$ cat config.mk
export PLATFORM = sky130hd
export DESIGN_NAME = rr_arbiter_8
export DESIGN_NICKNAME = d
export VERILOG_FILES = /design/src/rtl/rr_arbiter_8_pkg.sv /design/src/rtl/rr_arbiter_8_pick.sv /design/src/rtl/rr_arbiter_8.sv
export SDC_FILE = /design/constraint.sdc
export NUM_CORES = 1
export LEC_CHECK = 0
export CORE_MARGIN = 1
export CORE_UTILIZATION = 50
export CTS_BUF_LIST = sky130_fd_sc_hd__clkbuf_2
export DETAILED_ROUTE_END_ITERATION = 16
export GPL_ROUTABILITY_DRIVEN = 0
export PLACE_DENSITY = 0.75
export SYNTH_ARGS = -nofsm -noshare
export SYNTH_HDL_FRONTEND = slang
export SYNTH_HIERARCHICAL = 1
export SYNTH_SLANG_ARGS = --single-unit
$ cat constraint.sdc
create_clock -name clk -period 5.4 [get_ports clk]
set_input_delay 1.35 -clock clk [delete_from_list [all_inputs] [get_ports clk]]
set_output_delay 1.35 -clock clk [all_outputs]
set_load 0.01 [all_outputs]
$ cat src/rtl/rr_arbiter_8_pkg.sv
// -----------------------------------------------------------------------------
// rr_arbiter_8_pkg
//   Shared definitions for the 8-way round-robin arbiter: requester count,
//   index width, FSM state encoding and a one-hot helper.
// -----------------------------------------------------------------------------
package rr_arbiter_8_pkg;

    localparam int NREQ = 8;
    localparam int IDW  = 3;

    typedef enum logic [1:0] {
        S_IDLE  = 2'd0,
        S_GRANT = 2'd1,
        S_GAP   = 2'd2
    } state_t;

    function automatic logic [NREQ-1:0] id_to_onehot(input logic [IDW-1:0] id);
        logic [NREQ-1:0] oh;
        oh     = '0;
        oh[id] = 1'b1;
        return oh;
    endfunction

endpackage

$ cat src/rtl/rr_arbiter_8_pick.sv
// -----------------------------------------------------------------------------
// rr_arbiter_8_pick
//   Combinational round-robin winner selection. The request vector is rotated
//   right by PTR so that requester PTR lands in bit 0, the lowest set bit is
//   priority-encoded, and PTR is added back (mod 8) to recover the absolute
//   requester index.
//
// Ports
//   REQ        in   8  request lines
//   PTR        in   3  requester with highest priority this round
//   WIN_ID     out  3  absolute index of the winner (0 when nothing requests)
//   WIN_VALID  out  1  at least one request is present
// -----------------------------------------------------------------------------
module rr_arbiter_8_pick
    import rr_arbiter_8_pkg::*;
(
    input  logic [NREQ-1:0] REQ,
    input  logic [IDW-1:0]  PTR,
    output logic [IDW-1:0]  WIN_ID,
    output logic            WIN_VALID
);

    logic [2*NREQ-1:0] req_dbl;
    logic [NREQ-1:0]   req_rot;
    logic [IDW-1:0]    rot_idx;

    // Doubling the vector turns the rotate into a plain indexed part-select:
    // req_rot[k] = REQ[(k + PTR) mod 8].
    assign req_dbl = {REQ, REQ};
    assign req_rot = req_dbl[PTR +: NREQ];

    // Scan from the top down so the lowest set bit is the last one written.
    always_comb begin
        rot_idx = '0;
        for (int k = NREQ - 1; k >= 0; k--) begin
            if (req_rot[k]) begin
                rot_idx = IDW'(k);
            end
        end
    end

    // Three-bit addition wraps naturally, giving the mod-8 add-back.
    assign WIN_ID    = rot_idx + PTR;
    assign WIN_VALID = |REQ;

endmodule

$ cat src/rtl/rr_arbiter_8.sv
// -----------------------------------------------------------------------------
// rr_arbiter_8
//   Round-robin arbiter for one shared resource and 8 requesters. Drives the
//   one-hot select of the shared datapath. A holder keeps the grant until it
//   asserts DONE, drops its request, or reaches HOLD_MAX cycles. Every grant
//   is followed by one dead (GAP) cycle for resource turnaround and one IDLE
//   cycle in which requests are re-arbitrated from the requester after the
//   last holder.
//
// Parameters
//   HOLD_MAX   max cycles a grant may be held; 0 disables the limit
//   CNT_W      hold counter width; HOLD_MAX must fit in CNT_W bits
//
// Ports
//   clk        in   1  clock, rising edge
//   rst        in   1  synchronous active-high reset
//   REQ        in   8  level-sensitive requests
//   DONE       in   1  holder finished (only looked at while granting)
//   GNT        out  8  registered one-hot grant, zero when idle
//   GNT_VALID  out  1  registered, high iff GNT is non-zero
//   GNT_ID     out  3  registered holder index, zero when no grant
//   ANY_REQ    out  1  combinational OR of REQ
//   TIMEOUT    out  1  registered pulse in the cycle after a forced release
//
// state   | meaning
// --------+-----------------------------------------------------------------
// S_IDLE  | no grant; arbitrate REQ from PTR on the next edge
// S_GRANT | GNT driven to one holder; hold counter running
// S_GAP   | single dead cycle after a release, GNT=0
// -----------------------------------------------------------------------------
module rr_arbiter_8
    import rr_arbiter_8_pkg::*;
#(
    parameter int HOLD_MAX = 15,
    parameter int CNT_W    = 4
) (
    input  logic            clk,
    input  logic            rst,
    input  logic [NREQ-1:0] REQ,
    input  logic            DONE,
    output logic [NREQ-1:0] GNT,
    output logic            GNT_VALID,
    output logic [IDW-1:0]  GNT_ID,
    output logic            ANY_REQ,
    output logic            TIMEOUT
);

    localparam logic [CNT_W-1:0] HOLD_LIM = CNT_W'(HOLD_MAX);
    localparam logic [CNT_W-1:0] CNT_SAT  = '1;
    localparam bit               LIMIT_EN = (HOLD_MAX != 0);

    // ------------------------------------------------------------------
    // Request OR tree
    // ------------------------------------------------------------------
    logic [3:0] or_l1;
    logic [1:0] or_l2;

    assign or_l1[0] = REQ[0] | REQ[1];
    assign or_l1[1] = REQ[2] | REQ[3];
    assign or_l1[2] = REQ[4] | REQ[5];
    assign or_l1[3] = REQ[6] | REQ[7];
    assign or_l2[0] = or_l1[0] | or_l1[1];
    assign or_l2[1] = or_l1[2] | or_l1[3];
    assign ANY_REQ  = or_l2[0] | or_l2[1];

    // ------------------------------------------------------------------
    // State and registered outputs
    // ------------------------------------------------------------------
    state_t           state_q,   state_nxt;
    logic [IDW-1:0]   ptr_q,     ptr_nxt;
    logic [CNT_W-1:0] cnt_q,     cnt_nxt;
    logic [NREQ-1:0]  gnt_q,     gnt_nxt;
    logic             valid_q,   valid_nxt;
    logic [IDW-1:0]   id_q,      id_nxt;
    logic             timeout_q, timeout_nxt;

    logic [IDW-1:0]   win_id;
    logic             win_valid;
    logic             hold_hit;
    logic             release_now;

    rr_arbiter_8_pick u_pick (
        .REQ       (REQ),
        .PTR       (ptr_q),
        .WIN_ID    (win_id),
        .WIN_VALID (win_valid)
    );

    // The hold counter holds the number of GRANT cycles seen so far,
    // including the current one, so reaching the limit here means this is
    // the last permitted cycle.
    assign hold_hit    = LIMIT_EN && (cnt_q == HOLD_LIM);
    assign release_now = DONE || !REQ[id_q] || hold_hit;

    always_ff @(posedge clk) begin
        if (rst) begin
            state_q   <= S_IDLE;
            ptr_q     <= '0;
            cnt_q     <= '0;
            gnt_q     <= '0;
            valid_q   <= 1'b0;
            id_q      <= '0;
            timeout_q <= 1'b0;
        end else begin
            state_q   <= state_nxt;
            ptr_q     <= ptr_nxt;
            cnt_q     <= cnt_nxt;
            gnt_q     <= gnt_nxt;
            valid_q   <= valid_nxt;
            id_q      <= id_nxt;
            timeout_q <= timeout_nxt;
        end
    end

    always_comb begin
        state_nxt   = state_q;
        ptr_nxt     = ptr_q;
        cnt_nxt     = cnt_q;
        gnt_nxt     = gnt_q;
        valid_nxt   = valid_q;
        id_nxt      = id_q;
        timeout_nxt = 1'b0;

        unique case (state_q)
            S_IDLE: begin
                if (win_valid) begin
                    state_nxt = S_GRANT;
                    gnt_nxt   = id_to_onehot(win_id);
                    valid_nxt = 1'b1;
                    id_nxt    = win_id;
                    cnt_nxt   = CNT_W'(1);
                end
            end

            S_GRANT: begin
                if (release_now) begin
                    // DONE and a timeout in the same cycle still produce a
                    // single release; TIMEOUT reports the limit either way.
                    state_nxt   = S_GAP;
                    gnt_nxt     = '0;
                    valid_nxt   = 1'b0;
                    id_nxt      = '0;
                    ptr_nxt     = id_q + IDW'(1);
                    cnt_nxt     = '0;
                    timeout_nxt = hold_hit;
                end else if (cnt_q != CNT_SAT) begin
                    cnt_nxt = cnt_q + CNT_W'(1);
                end
            end

            S_GAP: begin
                state_nxt = S_IDLE;
            end

            default: begin
                state_nxt = S_IDLE;
                gnt_nxt   = '0;
                valid_nxt = 1'b0;
                id_nxt    = '0;
                cnt_nxt   = '0;
            end
        endcase
    end

    assign GNT       = gnt_q;
    assign GNT_VALID = valid_q;
    assign GNT_ID    = id_q;
    assign TIMEOUT   = timeout_q;

endmodule
# Word-level counts from Yosys, hierarchy flattened
# Cells that the tools add are included.
# op_classes
reduce_logical	11
add_sub_neg	3
n_shift	1
order_cmp	3
n_mux	28
bitwise	10
eq_ne	7
# ops
operator	count
$mux 3	10
$pmux 8 s3	1
$mux 8	2
$shiftx 16x4->8	1
$mux 4	3
$pmux 4 s3	1
$pmux 3 s3	1
$lt 3x4->1 const B	2
$reduce_or 8->1	1
$or 1x1->1	7
$reduce_and 3->1	2
$add 4x1->4 const B	1
$eq 4x4->1 const B	1
$mux 1	4
$mux 2	2
$ne 4x4->1 const B	1
$pmux 2 s2	1
$reduce_and 2->1	2
$add 3x1->3 const B	1
$add 3x3->3	1
$bmux 1 s3	1
$demux 1 s3	1
$ge 3x1->1 const B	1
$ne 3x3->1 const B	1
other kinds (11)	14
# totals
regBits	22

# Depth between registers and ports, before layout
# depth
depth_word	16
mapped_depth	14
mapped_depth_nobuf	13

# Modules after synthesis
# Netlist, hierarchy kept.
# by_module_without_submodules
module	n_inst	seq_area_each_um2	cells_each	area_each_um2
rr_arbiter_8	1	440.4	119	1018.5
rr_arbiter_8_pick	1	0.0	50	519.2

# Worst setup path after synthesis
# Ideal clock, no wire load.
# synth_path
kind	in2reg
start	in REQ[7]
end	reg gnt_q[4], in the netlist GNT[4]
cell_stages	13
slack_ns	1.372
required_time_ns	5.330
setup_ns	0.070
arrival_ns	3.957
path_buffers	0
path_cell_list	mux4_1 > mux2i_1 > o311ai_0 > a21bo_2 > a31oi_1 > ha_1 > inv_1 > fa_1 > xnor2_1 > xnor2_1 > nor2b_1 > nand2_1 > a21oi_1
# synth_between
elab_chain_cells	16
elab_cells_between_ends	26
cone_classes	1 x add/sub; 2 x order compare; 2 x eq/ne; 1 x shift; 14 x mux; 6 x reduce/logical
# synth_rtl
element	line	source
start: declaration	rr_arbiter_8.sv:39	input logic [NREQ-1:0] REQ,
$shiftx 16x4->8 *	rr_arbiter_8_pick.sv:30	assign req_rot = req_dbl[PTR +: NREQ];
$mux 3 (7 in series)	rr_arbiter_8_pick.sv:36	if (req_rot[k]) begin
$mux 3 *	rr_arbiter_8_pick.sv:36	
$add 3x3->3 *	rr_arbiter_8_pick.sv:43	assign WIN_ID = rot_idx + PTR;
net win_id[2]	rr_arbiter_8.sv:77	logic [IDW-1:0] win_id;
$lt 3x4->1 (not written as such) / $ge 3x1->1 (equally long branches)	rr_arbiter_8_pkg.sv:20	oh[id] = 1'b1;
$logic_and 1x1->1 (not written as such)	rr_arbiter_8_pkg.sv:20	
$mux 1 (not written as such)	rr_arbiter_8_pkg.sv:20	
$demux 1 s3 *	rr_arbiter_8_pkg.sv:20	
$mux 8 *	rr_arbiter_8.sv:126	if (win_valid) begin
$pmux 8 s3 *	rr_arbiter_8.sv:124	unique case (state_q)
end signal: assignment	rr_arbiter_8.sv:108	gnt_q <= gnt_nxt;
end: declaration	rr_arbiter_8.sv:72	logic [NREQ-1:0] gnt_q, gnt_nxt;
# Mark *: on every way through the listed nets, which the timed path passes. The rest lies on a longest branch. The select of a mux whose other input is x is not followed.
# A chain may end at the register's enable or synchronous reset.

# Final worst setup path
# layout_path
start	in REQ[0]
end	reg gnt_q[6], in the netlist GNT[6]
# Same word-level chain as after synthesis.

==> results.py <==
metrics = {
    "worst_setup_path": {
        "crit_arrival_ns": 4.88,
        "startpoint_type": "primary input",
        "critical_path_class": "primary input to flip-flop",
        "r2r-end": "GNT[6]",
        "endpoint": "GNT[6]",
        "cp_max_fo": 8,
        "regToRegSetupSlack_ns": 1.54,
        "r2r_start": "ptr_q[0]",
        "crit_cells": 14,
        "cp_common_cell": "xnor2_1",
        "crit_chain": "clkdlybuf4s50_1 -> mux4_1 -> mux2i_1 -> o311ai_0 -> a21bo_2 -> a31oi_1 -> ha_1 -> inv_1 -> fa_1 -> xnor2_1 -> xnor2_1 -> nor2b_1 -> nand2_1 -> a21oi_1",
        "cp-end-kind": "flip-flop",
        "crit_required_ns": 5.66,
        "slowest_stage": "mux4_1",
        "max_stage_delay_ns": 0.56,
        "crit_buf_inv": 2,
        "critPathTopFamily": "multiplexers",
        "ff2ff_path_depth": 13,
        "crit_start": "REQ[0]",
    },
    "placement": {
        "pre_cts_ws_ns": 0.4732,
        "io_buffers": 24,
        "place_inst": 215,
        "dp_hpwl_mm": 2.470,
    },
    "final_layout": {
        "finalNetCount": 204,
        "layout_common_cells": "clkdlybuf4s50_1 (24), dfxtp_1 (22), nand2_1 (19), o21ai_0 (14)",
        "seqCellArea_um2": 440.4,
        "layout_commonest_cell": "clkdlybuf4s50_1",
        "drive_gt1_frac": 0.07447,
        "antenna_cells": 0,
        "stdcell_count": 219,
        "fillCellCount": 265,
        "syn2layout_area_growth_pct": 17.17,
        "multi_input_area_um2": 1011,
    },
    "yosys": {
        "syn_avg_cell_area_um2": 9.099,
        "synthCells": 169,
        "synth_flop_cell": "dfxtp_1",
        "ys_types": 41,
        "synth-edff-count": 0,
        "synth_area_um2": 1538,
        "syn-num-nets": 184,
        "yosysSeqAreaShare": 0.2864,
        "async_reset_ff_frac": 0,
        "ys_warn_count": 6,
        "ys_ff_latch": 22,
    },
    "detailed_routing": {
        "wl_per_cell_um": 15.97,
        "ant_nets": 0,
        "drt_iter0_drc": 52,
        "routed_wl_mm": 3.498,
        "dr.pass1.iters": 10,
        "vias": 1346,
        "avgViaCountPerCell": 6.146,
        "drc": 2,
    },
    "clock_network": {
        "clk_latency_ns": 0.35,
        "path_clk_slew_ns": 0.20,
        "htree_levels": 1,
        "cts_resized": 0,
        "cts-buffers-inserted": 3,
        "clock-sinks": 22,
        "cts_buffer_depth": 2,
        "cts-root-buf": "clkbuf_2",
        "cts_tree": "built",
        "post_cts.repair.setup_buffers": 0,
        "cts.hold.buffers_added": 0,
    },
    "power_and_ir_drop": {
        "peakVddDrop_v": 0.0002116,
        "combPwrFrac": 0.438,
        "clockPowerShare": 0.195,
        "p_sw_w": 0.0002219,
        "cellPowerDensity_nw_per_um2": 334.1,
        "seqPwrFrac": 0.367,
        "intPower_w": 0.0003801,
        "power_leakage_nw": 0.6353,
        "p_sw_frac": 0.3685,
    },
    "floorplanning": {
        "fp-row-count": 19,
        "initial_core_util": 0.5436,
        "die_area_um2": 3301,
        "core_um2": 2829,
        "dieHeight_um": 57.46,
        "num_io_pins": 25,
        "fp.dieW_um": 57.46,
    },
    "timing": {
        "hold_viol": 0,
        "fmax_mhz": 216.6,
        "relSlewSlack": 0.4596,
        "slew_viol_final": 0,
        "setup_violations": 0,
        "finalCriticalPeriod_ns": 4.618,
        "worst_slack_ns": 0.7823,
        "tns_ns": 0,
        "layout_worst_path_cycle_share": 0.8551,
        "rsz0062_at_grt": "no",
        "worstMarginPinSlew_ns": 0.8076,
        "clock_skew_ns": 0.02473,
    },
    "hold_path": {
        "hp-class": "flip-flop to flip-flop",
        "whs_path_depth": 2,
    },
    "global_route": {
        "grt_pass1_vias": 1302,
        "grt_usage": 0.2234,
        "grt_max_degree": 22,
        "grt_pass1_wl_mm": 5.775,
        "antenna_found_initial": 0,
        "grt_remaining_overflow": 0,
    },
    "job": {
        "cap_violations": 0,
    },
    "status": {
        "violations": "DRC",
        "outcome": "finished, violations left",
    },
}
[final cells by class]
type | count | area share
clock buffers | 3 | 0.008333
clock inverters | 1 | 0.01667
inverters | 7 | 0.01458
multi-input cells | 131 | 0.5611
flip-flops and latches | 22 | 0.2444
well taps | 31 | 0.02153
repair buffers | 24 | 0.1333
[cells by family after synthesis]
family                     Yosys count  synth area share
AOI/OAI and AO/OA                   44            0.1912
xor gates and xnor gates             3           0.01709
adders and majority gates            4           0.03743
buffers and inverters               16           0.05614
DFF                                 22            0.2864
muxes                               22            0.2270
and+or+nand+nor                     58            0.1847
[power groups by stage]
| stage | Clock, W | Combinational, W | Sequential, W |
|---|---|---|---|
| 2_1_floorplan | 0 | 0.000196 | 0.000213 |
| 3_3_place_gp | 0 | 0.000254 | 0.000222 |
| 3_5_place_dp | 0 | 0.000259 | 0.000224 |
| 4_1_cts | 0.000120 | 0.000263 | 0.000221 |
| 5_1_grt | 0.000124 | 0.000292 | 0.000225 |
| 6_report | 0.000117 | 0.000264 | 0.000221 |
[flip-flops by register name, summed over array words and instances (netlist names)]
signal and count:
GNT_VALID 1, state_q 2, TIMEOUT 1, ptr_q 3
GNT 8, GNT_ID 3, cnt_q 4
[worst min-delay path by stage]
stage | from | end | slack (ns)
5_1_grt | GNT_VALID | GNT_VALID | 0.53
2_1_floorplan | ptr_q[2] | ptr_q[2] | 0.47
6_report | GNT[4] | GNT[4] | 0.49
3_5_place_dp | GNT[1] | GNT[1] | 0.47
4_1_cts | GNT[4] | GNT[4] | 0.49
3_3_place_gp | GNT[3] | GNT[3] | 0.46
[per-layer routing]
layer	vias to the layer above	wire length [um]	global-route usage
met4	0	46	0.09756
met2	34	1679	0.3688
met3	6	130	0.02041
met5	-	0	0
met1	639	1641	0.2977
li1	667	-	-
[cells in the mapped netlist (4+ instances only)]
cell type	n	area, um^2
mux2_2	4	45.04
nand3_1	5	25.02
dfxtp_1	22	440.4
mux2i_1	9	90.09
nor4_1	4	25.02
o21ai_0	14	70.07
nand2_1	19	71.32
nor2b_1	7	43.79
mux4_1	7	183.9
nor2_1	13	48.80
a21oi_1	13	65.06
inv_1	7	26.28
[worst reg2reg max path: stages (launching register included)]
cell,delay [ns]
dfxtp_1,0.71
mux4_1,0.64
mux2i_1,0.26
o311ai_0,0.18
a21bo_2,0.24
a31oi_1,0.17
ha_1,0.16
inv_1,0.05
fa_1,0.37
xnor2_1,0.15
xnor2_1,0.42
nor2b_1,0.23
nand2_1,0.07
a21oi_1,0.12
[per-stage QoR]
step	util	total power (W)	hold slack (ns)	area [um^2]
final	0.6369	0.0006020	0.4873	1802
after floorplan	-	0.0004091	0.4749	1538
after CTS	0.6369	0.0006038	0.4921	1802
after global placement	0.6210	0.0004764	0.4641	1757
after global routing	0.6369	0.0006413	0.5314	1802
after detailed placement	0.6210	0.0004828	0.4676	1757
No activity file was read; power rests on OpenSTA's default activity.
